--- config.mk ---
export PLATFORM = sky130hd
export DESIGN_NAME = stopwatch_bcd
export DESIGN_NICKNAME = d
export VERILOG_FILES = /design/src/rtl/stopwatch_bcd_pkg.sv /design/src/rtl/stopwatch_bcd_digit.sv /design/src/rtl/stopwatch_bcd.sv
export SDC_FILE = /design/constraint.sdc
export NUM_CORES = 1
export LEC_CHECK = 0
export BUFFER_PORTS_ARGS = -buffer_cell sky130_fd_sc_hd__clkbuf_2
export CAP_MARGIN = 15
export CORE_ASPECT_RATIO = 0.75
export CORE_MARGIN = 4
export CORE_UTILIZATION = 43
export DETAILED_ROUTE_END_ITERATION = 8
export GPL_ROUTABILITY_DRIVEN = 0
export GPL_TIMING_DRIVEN = 0
export SYNTH_ARGS = -nofsm -noshare
export SYNTH_HDL_FRONTEND = slang
export SYNTH_HIERARCHICAL = 1
export SYNTH_SLANG_ARGS = --single-unit
--- constraint.sdc ---
create_clock -name clk -period 4.8 [get_ports clk]
set_clock_uncertainty 0.05 [all_clocks]
set_input_delay 0.96 -clock clk [delete_from_list [all_inputs] [get_ports clk]]
set_output_delay 0.96 -clock clk [all_outputs]
set_load 0.05 [all_outputs]
--- src/rtl/stopwatch_bcd_pkg.sv ---
// Shared constants for the BCD stopwatch: state encoding,
// digit width and the BCD digit ceiling.
package stopwatch_pkg;

  localparam int BCD_W = 4;
  localparam logic [3:0] BCD_MAX = 4'd9;

  localparam logic [1:0] IDLE   = 2'd0;
  localparam logic [1:0] RUN    = 2'd1;
  localparam logic [1:0] PAUSED = 2'd2;
  localparam logic [1:0] DONE   = 2'd3;

  function automatic logic [3:0] bcd_clamp(input logic [3:0] d);
    return (d > BCD_MAX) ? BCD_MAX : d;
  endfunction

endpackage

--- src/rtl/stopwatch_bcd_digit.sv ---
// One BCD digit of the stopwatch chain; co flags a carry
// (up, 9->0) or borrow (down, 0->9) into the next digit.
module bcd_digit
  import stopwatch_pkg::*;
(
  input  logic       clk,
  input  logic       reset,
  input  logic       en,
  input  logic       dir,
  input  logic       load,
  input  logic [3:0] load_val,
  output logic [3:0] q,
  output logic       co
);

  assign co = en && (dir ? (q == 4'd0) : (q == BCD_MAX));

  always_ff @(posedge clk) begin
    if (reset) begin
      q <= 4'd0;
    end else if (load) begin
      q <= bcd_clamp(load_val);
    end else if (en) begin
      if (dir) q <= (q == 4'd0) ? BCD_MAX : q - 4'd1;
      else     q <= (q == BCD_MAX) ? 4'd0 : q + 4'd1;
    end
  end

endmodule

--- src/rtl/stopwatch_bcd.sv ---
// Multi-digit BCD stopwatch: prescaler, run/pause/done FSM,
// up/down counting with preset, and a lap display freeze.
module stopwatch_bcd
  import stopwatch_pkg::*;
#(
  parameter int NUM_DIGITS = 4,
  parameter int CLK_DIV    = 100000,
  parameter bit WRAP       = 1'b1
) (
  input  logic                    clk,
  input  logic                    reset,
  input  logic                    start,
  input  logic                    pause,
  input  logic                    lap,
  input  logic                    dir,
  input  logic                    load,
  input  logic [4*NUM_DIGITS-1:0] load_val,
  output logic [4*NUM_DIGITS-1:0] count,
  output logic [4*NUM_DIGITS-1:0] display,
  output logic                    running,
  output logic                    lap_active,
  output logic                    done,
  output logic                    tick
);

  localparam int CW = BCD_W * NUM_DIGITS;
  localparam int PW = (CLK_DIV > 1) ? $clog2(CLK_DIV) : 1;
  localparam logic [PW-1:0] PMAX = PW'(CLK_DIV - 1);
  localparam logic [CW-1:0] ALL9 = {NUM_DIGITS{BCD_MAX}};

  logic [1:0]            state;
  logic [PW-1:0]         presc;
  logic                  dir_q;
  logic [CW-1:0]         snap;
  logic                  ld;
  logic                  zero;
  logic                  step;
  logic                  sat;
  logic                  last;
  logic                  dig_ld;
  logic [CW-1:0]         dig_lv;
  logic [NUM_DIGITS-1:0] en;
  logic [NUM_DIGITS-1:0] co;

  assign ld   = load && (state != RUN);
  assign zero = (count == '0);
  assign tick = (state == RUN) && !pause && !reset
             && (presc == PMAX);

  // Down never steps below zero.
  assign step = tick && !(dir_q && zero);

  // A carry out of the top digit is a full roll-over;
  // without WRAP the digits are reloaded with all 9s.
  assign sat    = co[NUM_DIGITS-1] && !WRAP;
  assign last   = step && dir_q && (count == CW'(1));
  assign dig_ld = ld || sat;
  assign dig_lv = ld ? load_val : ALL9;

  genvar i;
  generate
    for (i = 0; i < NUM_DIGITS; i++) begin : g_dig
      if (i == 0) begin : g_lsd
        assign en[i] = step;
      end else begin : g_up
        assign en[i] = co[i-1];
      end
      bcd_digit u_dig (
        .clk      (clk),
        .reset    (reset),
        .en       (en[i]),
        .dir      (dir_q),
        .load     (dig_ld),
        .load_val (dig_lv[i*BCD_W +: BCD_W]),
        .q        (count[i*BCD_W +: BCD_W]),
        .co       (co[i])
      );
    end
  endgenerate

  always_ff @(posedge clk) begin
    if (reset) begin
      state <= IDLE;
      presc <= '0;
      dir_q <= 1'b0;
    end else if (ld) begin
      state <= IDLE;
      presc <= '0;
    end else begin
      unique case (state)
        IDLE: begin
          if (start) begin
            presc <= '0;
            dir_q <= dir;
            state <= (dir && zero) ? DONE : RUN;
          end
        end
        RUN: begin
          if (pause) begin
            state <= PAUSED;
          end else begin
            presc <= (presc == PMAX) ? '0 : presc + 1'b1;
            if (sat || last) state <= DONE;
          end
        end
        PAUSED: begin
          if (start) state <= RUN;
        end
        default: ;
      endcase
    end
  end

  always_ff @(posedge clk) begin
    if (reset) begin
      lap_active <= 1'b0;
      snap       <= '0;
    end else if (ld) begin
      lap_active <= 1'b0;
    end else if (lap) begin
      if (state == RUN) begin
        lap_active <= !lap_active;
        if (!lap_active) snap <= count;
      end else begin
        lap_active <= 1'b0;
      end
    end
  end

  assign display = lap_active ? snap : count;
  assign running = (state == RUN);
  assign done    = (state == DONE);

endmodule

==> After elaboration in Yosys (flattened, before gate mapping) <==
Index checks and enable logic that the tools add are counted.
{ "word_totals": {"mem_bits_ro": 0, "ram_bits": 0, "regBits": 53, "out_inout_bits": 36, "latchBits": 0, "elab_cells": 110, "mem_count": 0, "inputBits": 23} }
{ "classes": {"n_shift": 0, "add_sub_neg": 9, "reduce_logical": 33, "multipliers": 0, "n_eq_ne": 14, "mux": 40, "order_cmp": 4, "n_bitwise": 1, "div": 0} }
{ "ops": {"columns": ["cell", "n"], "rows": [
  ["two-way mux 4 bit", 24],
  ["two-way mux 17 bit", 3],
  ["one-hot mux 17 bit (2 select lines)", 1],
  ["two-way mux 16 bit", 2],
  ["adder 17 x 1 -> 17 bit, second input constant", 1],
  ["equality test 17 bit, second input constant", 1],
  ["adder 4 x 1 -> 4 bit, second input constant", 4],
  ["equality test 16 x 1 -> 1 bit, second input constant", 1],
  ["equality test 4 bit, second input constant", 4],
  ["greater-than comparator 4 bit, second input constant", 4],
  ["zero test 16 bit", 1],
  ["zero test 4 bit", 4],
  ["subtractor 4 x 1 -> 4 bit, second input constant", 4],
  ["logical AND 1 bit", 12],
  ["two-way mux 2 bit", 5],
  ["nonzero test 2 bit", 5],
  ["AND reduction 3 bit", 3],
  ["inequality test 2 bit, second input constant", 3],
  ["one-hot mux 2 bit (3 select lines)", 1],
  ["equality test 2 bit, second input constant", 2],
  ["zero test 1 bit", 4],
  ["two-way mux 1 bit", 4],
  ["AND reduction 4 bit", 1],
  ["inequality test 3 x 2 -> 1 bit, second input constant", 1],
  ["6 further kinds", 6]
]} }

==> Depth between registers and ports, before layout <==
Gate-level depths: netlist of run 1.
{ "logic_depth": {"depth_word": 10, "ltp_mapped": 12, "mapped_depth_nobuf": 12} }

==> Modules after synthesis <==
The synthesis of run 1 kept the hierarchy.
{ "by_module_without_submodules": {"columns": ["module", "area_each_um2", "n_inst", "cells_per_inst"], "rows": [
  ["stopwatch_bcd", 2170.8, 1, 269],
  ["bcd_digit", 337.8, 4, 43]
]} }

==> Least setup slack after synthesis of run 1 <==
Ideal clock, no wire load.
{ "synth_timing": {"path_type": "register to register", "start": "register presc[5]", "end": "register g_dig[3].u_dig.q[3]", "path_stages_with_launch": 12, "setup_time_ns": 0.132, "path_slack_ns": 0.609, "required_ns": 4.618, "arrival_ns": 4.009, "cell_sequence": "dfxtp_1 clkbuf_2 or4_4 nor4_4 and2_1 a21boi_0 and3_1 and3_1 and3_1 nand2b_2 a2111oi_0 nor3b_1"} }
{ "synth_between": {"elab_chain_cells": 7} }
{ "synth_lines": {"columns": ["item", "line_no", "rtl"], "rows": [
  ["start, declared", "stopwatch_bcd.sv:32", "logic [PW-1:0] presc;"],
  ["start signal, assigned", "stopwatch_bcd.sv:102", "presc <= (presc == PMAX) ? '0 : presc + 1'b1;"],
  ["equality test 17 bit", "stopwatch_bcd.sv:48", "&& (presc == PMAX);"],
  ["logical AND 1 bit", "stopwatch_bcd.sv:48", null],
  ["net tick", "stopwatch_bcd.sv:23", "output logic tick"],
  ["logical AND 1 bit", "stopwatch_bcd.sv:51", "assign step = tick && !(dir_q && zero);"],
  ["net step", "stopwatch_bcd.sv:37", "logic step;"],
  ["logical AND 1 bit", "stopwatch_bcd_digit.sv:16", "assign co = en && (dir ? (q == 4'd0) : (q == BCD_MAX));"],
  ["net co[0]", "stopwatch_bcd.sv:43", "logic [NUM_DIGITS-1:0] co;"],
  ["logical AND 1 bit", "stopwatch_bcd_digit.sv:16", null],
  ["net co[1]", "stopwatch_bcd.sv:43", null],
  ["logical AND 1 bit", "stopwatch_bcd_digit.sv:16", null],
  ["net co[2]", "stopwatch_bcd.sv:43", null],
  ["nonzero test 2 bit (no line)", null, null],
  ["end signal, assigned", "stopwatch_bcd_digit.sv:22", "q <= bcd_clamp(load_val);"],
  ["end signal, assigned", "stopwatch_bcd_digit.sv:24", "if (dir) q <= (q == 4'd0) ? BCD_MAX : q - 4'd1;"],
  ["end signal, assigned", "stopwatch_bcd_digit.sv:25", "else q <= (q == BCD_MAX) ? 4'd0 : q + 4'd1;"],
  ["end, declared", "stopwatch_bcd_digit.sv:12", "output logic [3:0] q,"]
]} }
The timed path passes the listed nets, and every way through them passes these cells.
A chain may end at the register's enable or synchronous reset.

==> Final worst setup path of run 1 <==
{ "layout_timing": {"start": "register presc[5]", "end": "register g_dig[3].u_dig.q[3]"} }
{ "layout_between": {"elab_chain_cells": 7} }
{ "layout_lines": {"columns": ["item", "line_no"], "rows": [
  ["equality test 17 bit", "stopwatch_bcd.sv:48"],
  ["logical AND 1 bit", "stopwatch_bcd.sv:48"],
  ["logical AND 1 bit", "stopwatch_bcd.sv:51"],
  ["net step", "stopwatch_bcd.sv:37"],
  ["logical AND 1 bit", "stopwatch_bcd_digit.sv:16"],
  ["net co[0]", "stopwatch_bcd.sv:43"],
  ["logical AND 1 bit", "stopwatch_bcd_digit.sv:16"],
  ["net co[1]", "stopwatch_bcd.sv:43"],
  ["logical AND 1 bit", "stopwatch_bcd_digit.sv:16"],
  ["net co[2]", "stopwatch_bcd.sv:43"],
  ["nonzero test 2 bit (no line)", null]
]} }
The timed path passes the listed nets, and every way through them passes these cells.

==> results of run 1 <==
==> per-layer routing <==
metal | up-vias | track usage (%) | part of all wire [%]
met5 | - | 0 | 0
met4 | 0 | 3.82 | 0.39
met3 | 4 | 4.58 | 5.6
met2 | 91 | 30.1 | 43
met1 | 1632 | 29.3 | 51
li1 | 1735 | - | -
==> registers in the layout, indices dropped and copies added (netlist names) <==
signal and flops:
state 2, g_dig.u_dig/q 16, dir_q 1, snap 16
lap_active 1, presc 17
==> area by class of cell <==
cell class	instances	area [um^2]	area share (%)
Buffer	21	91.3	2.25
Timing Repair Buffer	58	290	7.16
Inverter	21	78.8	1.94
Tap cell	105	131	3.24
Clock buffer	5	68.8	1.70
Sequential cell	53	1060	26.2
Multi-Input combinational cell	342	2270	55.9
Clock inverter	3	65.1	1.60
==> critical path: cells and delay by family (launching register included) <==
kind | cells | cell delay (ps)
AO/OA/AOI/OAI | 2 | 880
AND/OR/NAND/NOR | 8 | 2880
flip-flops | 1 | 310
buffers and inverters | 1 | 150
==> power by group through the flow <==
stage	registers (uW)	logic, uW	clock network (uW)
after global placement	491	274	0
final	481	279	367
after detailed placement	491	277	0
after floorplan	511	181	0
after global routing	485	304	393
after CTS	480	278	372
==> per-stage QoR <==
step                      power (uW)  hold WS, ps  instances
final                           1130          413        608
after detailed placement         768          397        600
after global routing            1180          423        608
after CTS                       1130          411        608
after global placement           764          389        600
after floorplan                  693          383        437
==> path summary, 6_finish.rpt <==
check | endpoint | cells after the start | slack, ps | start
min reg2reg | snap[9] | 2 | 410 | snap[9]
max reg2reg | g_dig[3].u_dig/q[3] | 11 | 400 | presc[5]
min | snap[9] | 2 | 410 | snap[9]
max | g_dig[3].u_dig/q[3] | 11 | 400 | presc[5]
==> what timing repair did <==
action,in CTS,in global routing
resized for setup,0,1
endpoints found under the setup margin,0,3
hold buffers,0,0
==> impl_results.md, run 1 <==
- First-pass GRT wire length: between 15 and 20 mm
- Tcrit/Tclk final: 91.7%
- Setup CP Type: flop to flop
- Initial Util: between 40 and 50%
- Row cnt: 28
- CTS tree: yes
- Fin. max-slew vios: 0
- CTS root buf: clkbuf_8
- Hold Path Class: flop to flop
- CTS buffer count: 5
- Peak fanout along the critical path: 10
- Most common cell after layout, fill and taps aside: clkbuf_2
- Synthesized area per cell: 8.01 um^2
- Clk sink count: 53
- Drt first pass iters: 5
- Syn-to-layout area delta: 15.9%
- Fill cells: 822
- Finished Cell Area: 4060 um^2
- Slowest-stage cell, CP: nor4_4
- N_diodes: 0
- Crit. End Element: flop
- Placed Area: 3920 um^2
- CP required: approximately 5000 ps
- Vias after detailed routing: 3,462
- Final ANT Viol Nets: 0
- Pin slew with the least headroom to its limit: about 900 ps
- Core Util, Final: between 50 and 60%
- Die height: 86.1 um
- I/O Buffers: 58
- Die area: 9660 um^2
- Synth Cell Area: 3500 um^2
- Drt drc: 0
- Vias in the first global route: 3,172
- Core area: ~8000 um^2
- RSZ-0062 raised after global routing: false
- Initial antenna violation count: 0
- Most common cell type on the critical path: and3_1
- Minimum clock period: 4400 ps
- WL final: 9.69 mm
- Final Hold Viols: 0
- CP startpoint kind: flop
- CP peak stage delay: 650 ps
- Seq pwr share: 42.7%
- Nets: 531
- Mean routed wirelength per cell: 15.9 um
- Static leakage: about 0.0015 uW
- Clk network pwr share: 32.6%
- Cells after Synth: 437
- DRT iter0 DRCs: 264
- Total negative slack: 0 ps
- Net Sw Frac: 33.0%
- Hpwl dp: roughly 7.1 mm
- Int Power: 754 uW
- Pre-CTS setup slack: 202 ps
- Relative slew slack: 39.6%
- Share of layout cells above drive strength 1: 21.3%
- Pin count of the biggest net entering global routing: 26
- Maximum clock path buffer count: 2
- Mapped Nets: around 470
- Crit path setup slack, layout: 398 ps
- Most frequent cells in the layout: 60 x clkbuf_2, 53 x dfxtp_1, 44 x nand2_1
- Max-Cap Viols: 0
- Worst vdd rail ir drop: 0.118 mV
- Clock transition at path regs: 110 ps
- GRT Residual Overflow: 0
- Clk_lat worst skew: 310 ps
- All-Layer GR Usage: 20.0%
- Vias/cell: around 5.7
- Power Density: 278 nW/um^2
- IO Count: 59
- Fmax: 227 MHz
- Crit-path cells: clkbuf_2, or4_4, nor4_4, and2_1, a21boi_1, and3_1, and3_1, and3_1, nand2b_2, a2111oi_0, nor3b_1
- Yosys warns: 6
- Critical path arrival: 4550 ps
- Comb power frac: 24.7%
- Net Sw Power: between 300 and 400 uW
- H-tree depth: 2
- Final setup vio count: 0
- Die W: between 100 and 150 um
- Post-CTS Repair Setup Buffers: 0
- Result of the run: complete, no violations
Power figures use the tool's default switching activity.
==> inputs of run 2 (changes only) <==
--- a/constraint.sdc
+++ b/constraint.sdc
@@ -3,3 +3,3 @@
 set_input_delay 0.96 -clock clk [delete_from_list [all_inputs] [get_ports clk]]
 set_output_delay 0.96 -clock clk [all_outputs]
-set_load 0.05 [all_outputs]
+set_load 0.1 [all_outputs]
==> impl_results.md, run 2 (same netlist as run 1, synthesis figures left out) <==
- Drt first pass iters: 4 (-1)
- Multi-input gate area: 2270 um^2 (+0.11%)
- Hold-fix buffers, CTS: 0 (unchanged)
- Initial antenna violation count: 0 (unchanged)
- CTS root buf: clkbuf_8
- WL final: 9.44 mm (-2.5%)
- Max-Cap Viols: 0 (unchanged)
- Total negative slack: 0 ps (unchanged)
- CP required: 4950 ps (about the same)
- Drt drc: 0 (unchanged)
- Relative slew slack: 39.6% (-0.090 points)
- Final Hold Viols: 0 (unchanged)
- Nets: 531 (unchanged)
- Setup CP Type: flop to flop
- Fill cells: 802 (-2.4%)
- Final setup vio count: 0 (unchanged)
- Core area: 7920 um^2 (unchanged)
- All-Layer GR Usage: 19.9% (-0.083 points)
- Post-CTS Repair Setup Buffers: 0 (unchanged)
- Clock transition at path regs: 110 ps (about the same)
- Row cnt: 28 (unchanged)
- Peak fanout along the critical path: 10 (unchanged)
- Tcrit/Tclk final: 90.4% (-1.3 points)
- H-tree depth: 2 (unchanged)
- DRT iter0 DRCs: 252 (-4.5%)
- Top flop regs: presc x17, g_dig.u_dig/q x16, snap x16
- Fin Hold WS: 411 ps (-2.30 ps)
- Most common cell after layout, fill and taps aside: clkbuf_2
- Net Sw Frac: 40.7% (+7.7 points)
- Crit. End Element: flop
- Finished Cell Area: 4020 um^2 (-0.99%)
- RSZ-0062 raised after global routing: false
- Hpwl dp: 6.89 mm (-2.6%)
- Net Sw Power: 446 uW (+20%)
- Most frequent cells in the layout: 60 x clkbuf_2, 53 x dfxtp_1, 44 x nand2_1
- Clk_lat worst skew: 310 ps (about the same)
- IO Count: 59 (unchanged)
- CTS buffer count: 5 (unchanged)
- GRT Residual Overflow: 0 (unchanged)
- Minimum clock period: 4340 ps (-62.7 ps)
- Initial Util: 44.2% (unchanged)
- Seq pwr share: 43.9% (+1.2 points)
- Power Density: 273 nW/um^2 (-1.7%)
- Result of the run: complete, no violations
- Fmax: 230 MHz (+1.4%)
- Critical path arrival: 4490 ps (-60 ps)
- Share of layout cells above drive strength 1: 21.5% (+0.20 points)
- Max reg flops: 17 (unchanged)
- Comb power frac: 31.8% (+7.1 points)
- CTS tree: yes
- Pin slew with the least headroom to its limit: 905 ps (+1.35 ps)
- Clk network pwr share: 24.4% (-8.2 points)
- Static leakage: 0.00152 uW (-2.1%)
- Final ANT Viol Nets: 0 (unchanged)
- I/O Buffers: 58 (unchanged)
- Die W: 112 um (unchanged)
- Fin. max-slew vios: 0 (unchanged)
- N_diodes: 0 (unchanged)
- Vias/cell: 5.64 (-0.92%)
- Mean routed wirelength per cell: 15.5 um (-2.5%)
- Die height: 86.1 um (unchanged)
- Syn-to-layout area delta: 14.7%
- CP startpoint kind: flop
- Clk sink count: 53 (unchanged)
- Storage element area: 1060 um^2 (unchanged)
- Maximum clock path buffer count: 2 (unchanged)
- Pin count of the biggest net entering global routing: 26 (unchanged)
- Int Power: 650 uW (-14%)
- Placed Area: 3920 um^2 (about the same)
- Worst vdd rail ir drop: 0.199 mV (+69%)
- Die area: 9660 um^2 (unchanged)
- Most flop-heavy register: presc
- Vias after detailed routing: 3,430 (-0.92%)
- Hold Path Class: flop to flop
- First-pass GRT wire length: 15.9 mm (-0.65%)
- Reg2reg setup slack: 460 ps (+60 ps)
- Core Util, Final: 50.7% (-0.51 points)
- Power, Total: 1100 uW (-2.7%)
- Vias in the first global route: 3,075 (-3.1%)
-- run 2: stage by stage --
step,setup slack (ps),instances
after floorplan,274,437
after global placement,287,600
after detailed placement,299,600
after CTS,265,608
after global routing,130,608
final,460,608
-- run 2: path summary, 6_finish.rpt --
path         cells after the start     start             endpoint
max                             11  presc[5]  g_dig[3].u_dig/q[3]
min                              2   snap[9]              snap[9]
max reg2reg                     11  presc[5]  g_dig[3].u_dig/q[3]
min reg2reg                      2   snap[9]              snap[9]
-- run 2: final cells by class --
cell class | count | share of cell area [%]
Tap cell | 105 | 3.27
Sequential cell | 53 | 26.4
Multi-Input combinational cell | 342 | 56.6
Clock buffer | 5 | 1.71
Timing Repair Buffer | 58 | 7.23
Buffer | 21 | 2.27
Inverter | 21 | 1.96
Clock inverter | 3 | 0.561
-- run 2: power groups by stage --
stage | Clock, uW | Combinational (uW) | Sequential (uW)
global route | 297 | 373 | 484
CTS | 276 | 348 | 481
finish | 267 | 348 | 481
detailed placement | 0 | 346 | 491
global placement | 0 | 344 | 491
floorplan | 0 | 219 | 544
-- run 2: critical path: stages, from the launching register on --
cell and delay, ps:
dfxtp_1 310, clkbuf_2 160, or4_4 570, nor4_4 630
and2_1 280, a21boi_1 510, and3_1 420, and3_1 360
and3_1 320, nand2b_2 110, a2111oi_0 410, nor3b_1 90
-- run 2: metal layers --
layer	up-vias	part of all wire [%]	GRT usage, %
li1	1740	-	-
met1	1606	53	30.5
met2	79	42	29.3
met3	5	4.4	3.24
met4	0	0.60	3.93
met5	-	0	0
-- run 2: what timing repair did --
item	CTS	global route
endpoints found under the hold margin	0	0
resized for setup	0	1
endpoints found under the setup margin	0	2
==> inputs of run 3 (changes only) <==
PLACE_DENSITY_LB_ADDON = 0.12   (was unset)
SLEW_MARGIN = 20   (was unset)
SYNTH_HIERARCHICAL = unset   (was 1)
==> impl_results.md, run 3 <==
- Result of the run: complete, no violations
- Die area: 9760 um^2 (+0.98%)
- Minimum clock period: 3510 ps (-830 ps)
- First-pass GRT wire length: 17.4 mm (+9.3%)
- CTS root buf: clkbuf_8
- Post-synth top area share: about 30%
- Cells after Synth: 464 (+6.2%)
- Yosys warns: 0 (-6)
- H-tree depth: 2 (unchanged)
- Hold path cells: 2 (unchanged)
- Reg2reg setup slack: 1900 ps (+1440 ps)
- Core area: 7950 um^2 (+0.44%)
- RSZ-0062 raised after global routing: false
- Seq/Total Area, Yosys: 30.0%
- Power, Total: 1300 uW (+18%)
- Most used DFF post-synth: dfxtp_1
- Mean routed wirelength per cell: 16.9 um (+8.8%)
- Critical path arrival: 2500 ps (-1990 ps)
- Asr flop ratio synth: 0%
- Most common cell after layout, fill and taps aside: nand2_1
- Drt first pass iters: 6 (+2)
- Peak fanout along the critical path: 10 (unchanged)
- Synthesized area per cell: 7.62 um^2 (-4.8%)
- Clock transition at path regs: 100 ps (about the same)
- CTS buffer count: 5 (unchanged)
- Maximum clock path buffer count: 2 (unchanged)
- Fill cells: 792 (-1.2%)
- Most frequent cells in the layout: 59 x nand2_1, 58 x clkbuf_2, 53 x dfxtp_1
- Final setup vio count: 0 (unchanged)
- Nets: 558 (+5.1%)
- Static leakage: 0.00149 uW (-1.9%)
- Mapped Nets: 493 (+5.8%)
- Count leader, synth: nand2_1
- Hold Path Class: flop to flop
- Max reg flops: 17 (unchanged)
- Fin Hold WS: 410 ps (-1.29 ps)
- Cells on worst reg2reg path: 7 (-4)
- Clk_lat worst skew: 310 ps (about the same)
- Dominant cell type by area after synthesis: dfxtp_1
- Max-Cap Viols: 0 (unchanged)
- Inst Count DP: 627 (+4.5%)
- Clk sink count: 53 (unchanged)
- Power Density: 318 nW/um^2 (+17%)
- Vias after detailed routing: 3,790 (+10%)
- Setup CP Type: flop to output pin
- Vias in the first global route: 3,382 (+10%)
- Total negative slack: 0 ps (unchanged)
- Crit. End Element: output pin
- Post-CTS sizing: 0 (unchanged)
- Top flop regs: presc x17, g_dig.u_dig.q x16, snap x16
- Share of layout cells above drive strength 1: 17.7% (-3.7 points)
- Fin. max-slew vios: 0 (unchanged)
- Initial Util: 44.5% (+0.28 points)
- All-Layer GR Usage: 21.8% (+1.9 points)
- Core Util, Final: 51.2% (+0.53 points)
- Post-CTS Repair Setup Buffers: 0 (unchanged)
- Finished Layout Cells: 635 (+4.4%)
- Tcrit/Tclk final: 73.1% (-17 points)
- GRT Residual Overflow: 0 (unchanged)
- Vias/cell: 5.97 (+5.8%)
- Pin slew with the least headroom to its limit: 736 ps (-170 ps)
- Hold-fix buffers, CTS: 0 (unchanged)
- I/O Buffers: 58 (unchanged)
- CP startpoint kind: flop
- Final Hold Viols: 0 (unchanged)
- Fmax: 285 MHz (+24%)
- DRT iter0 DRCs: 320 (+27%)
- Final ANT Viol Nets: 0 (unchanged)
- Syn-to-layout area delta: 15.2%
- Hpwl dp: 8.16 mm (+18%)
- CP required: 3790 ps (-1160 ps)
- Most flop-heavy register: presc
- Count of cell types in the netlist: 67
- WL final: 10.7 mm (+14%)
- Pin count of the biggest net entering global routing: 16 (-38%)
- N_diodes: 0 (unchanged)
- IO Count: 59 (unchanged)
- Synth top cells by count: 59 x nand2_1, 53 x dfxtp_1, 45 x nor2_1
- Relative slew slack: 50.9% (+11 points)
- Row cnt: 28 (unchanged)
- Initial antenna violation count: 0 (unchanged)
- Worst vdd rail ir drop: 0.163 mV (-18%)
- Die W: 113 um (+0.49%)
- CTS tree: yes
- Synth Cell Area: 3540 um^2 (+1.1%)
- Die height: 86.5 um (+0.48%)
- Post-synth EDFFs: 0
- Drt drc: 0 (unchanged)
- Area contributors post-synth: dfxtp_1 30%, nand2_1 6.3%, mux2_2 5.4%
- Yosys reg bits: 53
[run 3: critical path: stages (launching register included)]
cell	delay (ps)
dfxtp_1	440
ha_1	240
clkbuf_1	420
nand2b_1	180
nor4_1	250
and2_1	200
clkbuf_2	460
[run 3: cells by family after synthesis]
group,count (synthesis),share of synthesized area (%)
compound gates,109,21.4
xor+xnor,15,3.71
fa+ha+maj,6,2.12
buf+inv,46,5.09
flops,53,30.0
mux,23,7.11
simple gates,212,30.6
[run 3: area by class of cell]
cell class / instances / area, um^2 / area share, %
clock inverter: 1 / 30.0 / 0.737
buffer: 35 / 139 / 3.41
multi-input combinational: 365 / 2300 / 56.3
tap: 105 / 131 / 3.22
sequential: 53 / 1060 / 26.0
clock buffer: 7 / 86.3 / 2.12
timing repair buffer: 58 / 290 / 7.12
inverter: 11 / 41.3 / 1.01
[run 3: final timing paths]
kind,start,end
min,snap[11],snap[11]
max reg2reg,state[0],g_dig[0].u_dig.q[3]
max,state[0],tick
min reg2reg,snap[11],snap[11]
[run 3: power by group]
part	switching [uW]	internal (uW)
Sequential	25.2	458
Clock	152	170
Combinational	377	115
[run 3: stage by stage]
stage,setup WS [ps],cell area (um^2)
after floorplan,397,3540
after global routing,1140,4080
final,1290,4080
after detailed placement,1640,3960
after global placement,1650,3960
after CTS,1290,4080
[run 3: routing by layer]
layer	wire length [um]	up-vias	GRT usage (%)	part of all wire (%)
met5	0	-	0	0
met4	137	0	6.11	1.3
met3	1040	14	4.47	9.7
met2	4300	186	30.3	40
met1	5250	1783	33.5	49
li1	-	1807	-	-
